===== config.mk =====
export PLATFORM = sky130hd
export DESIGN_NAME = hazard_stall_ctrl
export DESIGN_NICKNAME = d
export VERILOG_FILES = /design/src/rtl/hazard_stall_ctrl.sv
export SDC_FILE = /design/constraint.sdc
export NUM_CORES = 1
export LEC_CHECK = 0
export ABC_AREA = 1
export CAP_MARGIN = 20
export CELL_PAD_IN_SITES_DETAIL_PLACEMENT = 1
export CELL_PAD_IN_SITES_GLOBAL_PLACEMENT = 1
export CORE_MARGIN = 5
export CORE_UTILIZATION = 27
export DETAILED_ROUTE_END_ITERATION = 16
export GPL_ROUTABILITY_DRIVEN = 0
export GPL_TIMING_DRIVEN = 0
export HOLD_SLACK_MARGIN = 0.06
export PLACE_DENSITY = 0.78
export SYNTH_ARGS = -nofsm -noshare
export SYNTH_HDL_FRONTEND = slang
export SYNTH_SLANG_ARGS = --single-unit

===== constraint.sdc =====
create_clock -name clk -period 2.9 [get_ports clk]
set_input_delay 0.87 -clock clk [delete_from_list [all_inputs] [get_ports clk]]
set_output_delay 0.87 -clock clk [all_outputs]
set_load 0.005 [all_outputs]

===== src/rtl/hazard_stall_ctrl.sv =====
// Stall/flush controller for the 5-stage pipeline and the mult/div busy sequencer.
// Optional stall-cycle performance counter is built when HAZARD_PERF_CNT_EN is defined.
module hazard_stall_ctrl #(
  parameter int MULT_CYC = 5,
  parameter int DIV_CYC  = 10
) (
  input  logic        clk,
  input  logic        reset,
  input  logic [4:0]  D_rs,
  input  logic [4:0]  D_rt,
  input  logic [1:0]  D_rs_tuse,
  input  logic [1:0]  D_rt_tuse,
  input  logic        D_md_use,
  input  logic [4:0]  E_wa,
  input  logic [1:0]  E_tnew,
  input  logic [4:0]  M_wa,
  input  logic [1:0]  M_tnew,
  input  logic        E_md_start,
  input  logic        E_md_div,
  output logic        stall,
  output logic        DE_flush,
  output logic        md_busy
`ifdef HAZARD_PERF_CNT_EN
  ,
  output logic [31:0] stall_cnt
`endif
);

  typedef enum logic {IDLE, BUSY} md_state_e;

  localparam logic [3:0] MULT_LD = 4'(MULT_CYC);
  localparam logic [3:0] DIV_LD  = 4'(DIV_CYC);

  md_state_e  state_q;
  logic [3:0] cnt_q;
  logic       md_busy_q;
  logic       rs_haz, rt_haz, md_haz;

  // A source hazards against a producer only if the producer's result arrives
  // later than the consumer needs it; $0 is hardwired and never hazards.
  function automatic logic src_haz(input logic [4:0] src, input logic [1:0] tuse,
                                   input logic [4:0] wa,  input logic [1:0] tnew);
    return (src != 5'd0) && (src == wa) && (tnew > tuse);
  endfunction

  always_comb begin
    rs_haz   = src_haz(D_rs, D_rs_tuse, E_wa, E_tnew) || src_haz(D_rs, D_rs_tuse, M_wa, M_tnew);
    rt_haz   = src_haz(D_rt, D_rt_tuse, E_wa, E_tnew) || src_haz(D_rt, D_rt_tuse, M_wa, M_tnew);
    md_haz   = D_md_use && (md_busy_q || E_md_start);
    stall    = rs_haz || rt_haz || md_haz;
    DE_flush = stall;
  end

  // Starts arriving while BUSY are ignored; a start is accepted even when D stalls.
  always_ff @(posedge clk) begin
    if (reset) begin
      state_q   <= IDLE;
      cnt_q     <= 4'd0;
      md_busy_q <= 1'b0;
    end else begin
      case (state_q)
        IDLE: begin
          if (E_md_start) begin
            state_q   <= BUSY;
            cnt_q     <= E_md_div ? DIV_LD : MULT_LD;
            md_busy_q <= 1'b1;
          end
        end
        BUSY: begin
          if (cnt_q > 4'd1) begin
            cnt_q <= cnt_q - 4'd1;
          end else begin
            state_q   <= IDLE;
            cnt_q     <= 4'd0;
            md_busy_q <= 1'b0;
          end
        end
        default: begin
          state_q   <= IDLE;
          cnt_q     <= 4'd0;
          md_busy_q <= 1'b0;
        end
      endcase
    end
  end

  assign md_busy = md_busy_q;

`ifdef HAZARD_PERF_CNT_EN
  logic [31:0] stall_cnt_q, stall_cnt_d;

  always_comb begin
    stall_cnt_d = stall_cnt_q;
    if (stall) stall_cnt_d = stall_cnt_q + 32'd1;
  end

  always_ff @(posedge clk) begin
    if (reset) stall_cnt_q <= 32'd0;
    else       stall_cnt_q <= stall_cnt_d;
  end

  assign stall_cnt = stall_cnt_q;
`endif

endmodule

### After elaboration in Yosys (flattened, before gate mapping)

Index checks and enable logic that the tools add are counted.

| word-level totals | value |
|---|---|
| logic and storage cells | 43 |
| register bits | 6 |
| input port bits | 33 |

| operators by class | value |
|---|---|
| order comparisons | 5 |
| reduce and logical (&&, ||, !) cells | 17 |
| equality and inequality tests | 6 |
| add/sub/neg operators | 1 |
| muxes and demuxes | 10 |
| bitwise logic cells | 1 |

Operator list:

| cell | count |
|---|---|
| equality test 5 bit | 4 |
| two-way mux 4 bit | 3 |
| nonzero test 5 bit | 2 |
| logical AND 1 bit | 9 |
| > comparator 2 bit | 4 |
| case mux 4 bit (2 select lines) | 1 |
| logical OR 1 bit | 5 |
| > comparator 4 x 1 -> 1 bit (second input constant) | 1 |
| two-way mux 1 bit | 4 |
| inequality test 2 bit (second input constant) | 2 |
| case mux 1 bit (2 select lines) | 2 |
| subtractor 4 x 1 -> 4 bit (second input constant) | 1 |
| AND reduction 2 bit | 1 |
| NOT 1 bit | 1 |

### Depth between registers and ports, before layout

| logic depth | value |
|---|---|
| word-level depth | 6 |
| mapped depth | 10 |
| mapped depth without buffers | 9 |

### Worst setup path before layout

No wires, ideal clock.

| path | value |
|---|---|
| path type | input port to output port |
| start point | input port D_rs_tuse[1] |
| end point | output port stall |
| required time | 2,030 ps |
| path slack | 259 ps |
| stages on the path | 9 |
| arrival time | 1,771 ps |
| path through | inv_1 > ha_1 > a21oi_1 > nor2_1 > nand3_1 > nand2_1 > nand2_1 > nand3_2 > buf_4 |

| on the way | value |
|---|---|
| word-level cells in the longest chain between the ends | 5 |
| elaborated cells between the ends (all ways) | 7 |
| those cells by class | 2 x order compare; 5 x reduce/logical |

RTL lines:

| element | line | source |
|---|---|---|
| from (decl) | 11 | `input logic [1:0] D_rs_tuse,` |
| > comparator 2 bit | 43 | `return (src != 5'd0) && (src == wa) && (tnew > tuse);` |
| logical AND 1 bit | 43 |  |
| logical OR 1 bit (*) | 47 | `rs_haz = src_haz(D_rs, D_rs_tuse, E_wa, E_tnew) \|\| src_haz(D_rs, D_rs_tuse, M_wa, M_tnew);` |
| logical OR 1 bit (*) (2 in series) | 50 | `stall = rs_haz \|\| rt_haz \|\| md_haz;` |
| to (decl) | 20 | `output logic stall,` |

Every way passes the cells marked *; elsewhere a longest branch is shown, timed or not.

### Worst setup path in the final report

| path | value |
|---|---|
| start point | input port E_tnew[0] |
| end point | output port DE_flush |

| on the way | value |
|---|---|
| word-level cells in the longest chain between the ends | 5 |
| elaborated cells between the ends (all ways) | 8 |
| those cells by class | 2 x order compare; 6 x reduce/logical |

RTL lines:

| element | line | source |
|---|---|---|
| from (decl) | 15 | `input logic [1:0] E_tnew,` |
| > comparator 2 bit | 43 |  |
| logical AND 1 bit | 43 |  |
| logical OR 1 bit (on tied branches) | 47, 48 |  |
| logical OR 1 bit (*) (2 in series) | 50 |  |
| to (decl) | 21 | `output logic DE_flush,` |

Marks and branches as above.

==> flow_summary.ini <==
[drt]
drtIter0Drc = 25
num_vias = 1088
drt_wl_total_mm = 3.22
drc = 0
antenna_left = 0
first_pass_iters = 4
vias_per_cell = 4.59
wl_per_cell_um = 13.6

[power]
p_leak_nw = 0.727
ir_drop_v = 0.0000751
cellPowerDensity_nw_per_um2 = 277

[setup_path]
required_ns = 2.03
worstSetupPathType = in -> out
cp-start-kind = primary input
worstSetupEndpointType = primary output
critPathMaxFanout = 2
cp.arrival_ns = 1.93

[synthesis]
avgSynthCellArea_um2 = 5.62
syn_nets = 199
syn_inst = 156
yosysWarnings = 0
synth.distinct_cells = 19
ys_seq_area_frac = 0.137
synth-seq-cells = 6
netlist_area_um2 = 877

[cts]
clk_pin_slew_worst_paths_ns = 0.04
cts_tree = done
htreeDepth = 1
clk_latency_ns = 0.26
clock_sinks = 6
cts_buffer_depth = 2
root_buffer = clkbuf_4
cts_buffers = 3

[layout]
final_cells = 237
final_util = 0.462
fill_cells = 427
nets = 238
synthToLayoutAreaGrowth_pct = 62.1
layout-drive-gt1-share = 0.285
fin_area_um2 = 1420
n_antenna_cell = 0
final_cell_mix = nand2_1 (44), inv_1 (22), dlygate4sd2_1 (16)
layout_commonest_cell = nand2_1

[placement]
dp.cells = 235
place_area_um2 = 1280
dp_hpwl_mm = 2.57
portBuffers = 35

[timing]
period_needed_ns = 2.80
timing.hold.ws_ns = 0.520
final_hold_viol_count = 0
finClkSkew_ns = 0.00501
setup_viol_count_final = 0
min_period_over_period = 0.966
grt_setup_unrepaired = false
max-slew-margin-rel = 0.785
tightestPinTransition_ns = 0.320
finalSetupTns_ns = 0
drv_slew = 0
max_freq_mhz = 357

[floorplan]
die_y_um = 67.0
initial_utilization = 0.285
ios = 36
coreArea_um2 = 3080
rows = 20
fp.dieArea_um2 = 4490
die_w_um = 67.0

[global_routing]
grt_pass1_vias = 1219
grt_pass1_wl_mm = 5.42
grt_usage = 0.161
grt_max_degree = 6
antenna_found_initial = 0
overflow = 0

[worst_hold_path]
hp-class = reg -> reg

[run_status]
status = completed

[flow_run]
cap_violations = 0
[area by class of cell]
cell class | instances | area (um2) | area share
clock buffers | 3 | 22.5 | 0.0158
multi-input cells | 118 | 806 | 0.567
flip-flops and latches | 6 | 120 | 0.0845
repair buffers | 35 | 294 | 0.207
well taps | 44 | 55.1 | 0.0387
inverters | 31 | 124 | 0.0871
[sequential cells by signal, summed over array words and instances, names as in the netlist]
register  flops
cnt_q         4
md_busy       1
state_q       1
[report_power, final]
part	leakage, nW	switching (mW)	internal (mW)	total [mW]
Sequential	0.0500	0.0102	0.0920	0.102
Clock	0.0138	0.0345	0.0471	0.0816
Combinational	0.663	0.112	0.0984	0.210
Total	0.727	0.157	0.237	0.394
[layer usage]
layer  GRT usage  routed length, um
met5           0                  0
met1       0.162               1230
met2       0.319               1730
met4      0.0557                 97
met3      0.0304                158
[stage by stage]
stage / setup WS [ns] / total power [mW]
after detailed placement: -0.890 / 0.291
after CTS: 0.00758 / 0.388
after global placement: -0.823 / 0.281
after floorplan: 0.259 / 0.199
final: 0.0982 / 0.394
after global routing: 0.0119 / 0.428
[worst max-delay path: stages]
cell	delay (ns)
buf_2	0.11
inv_4	0.07
ha_4	0.20
nand2_2	0.08
nand3_2	0.07
nor2_1	0.12
nand3_1	0.09
nand2_1	0.08
nand2_2	0.05
nand3_2	0.07
buf_2	0.12
[worst paths after layout]
| check | startpoint | to | slack [ns] | depth (start not counted) |
|---|---|---|---|---|
| setup / recovery | E_tnew[0] | DE_flush | 0.1 | 11 |
| hold / removal | md_busy | md_busy | 0.52 | 2 |
| setup reg to reg | cnt_q[0] | cnt_q[1] | 1.54 | 7 |
| hold reg to reg | md_busy | md_busy | 0.52 | 2 |
[cells by family (layout without fill, tap and decap cells)]
group / after synthesis / after routing / share of synthesized area
AND/OR/NAND/NOR: 85 / 85 / 0.407
buffers and inverters: 32 / 69 / 0.141
AO/OA/AOI/OAI: 15 / 15 / 0.0927
adder cells (fa/ha/maj): 10 / 10 / 0.143
XOR/XNOR: 8 / 8 / 0.0799
flip-flops: 6 / 6 / 0.137
[what timing repair did]
item | CTS | global route
hold buffers | 0 | 0
setup buffers | 0 | 0
pin swaps | 26 | 17
hold endpoints to repair | 0 | 0
gates resized for setup | 87 | 21
endpoints found under the setup margin | 2 | 2
[synth_stat cells]
cell	number	area, um2
a21oi_1	8	40.0
a21oi_2	1	8.76
a22oi_1	1	7.51
buf_4	1	7.51
clkinv_1	1	3.75
dfxtp_1	6	120
ha_1	10	125
inv_1	27	101
inv_2	3	11.3
nand2_1	49	184
nand3_1	11	55.1
nand3_2	1	10.0
nor2_1	19	71.3
nor2_2	1	6.26
nor3_1	2	10.0
nor3_2	2	20.0
o21ai_0	1	5.00
o21ai_1	4	20.0
xor2_1	8	70.1
(Power assumes the default switching activity.)
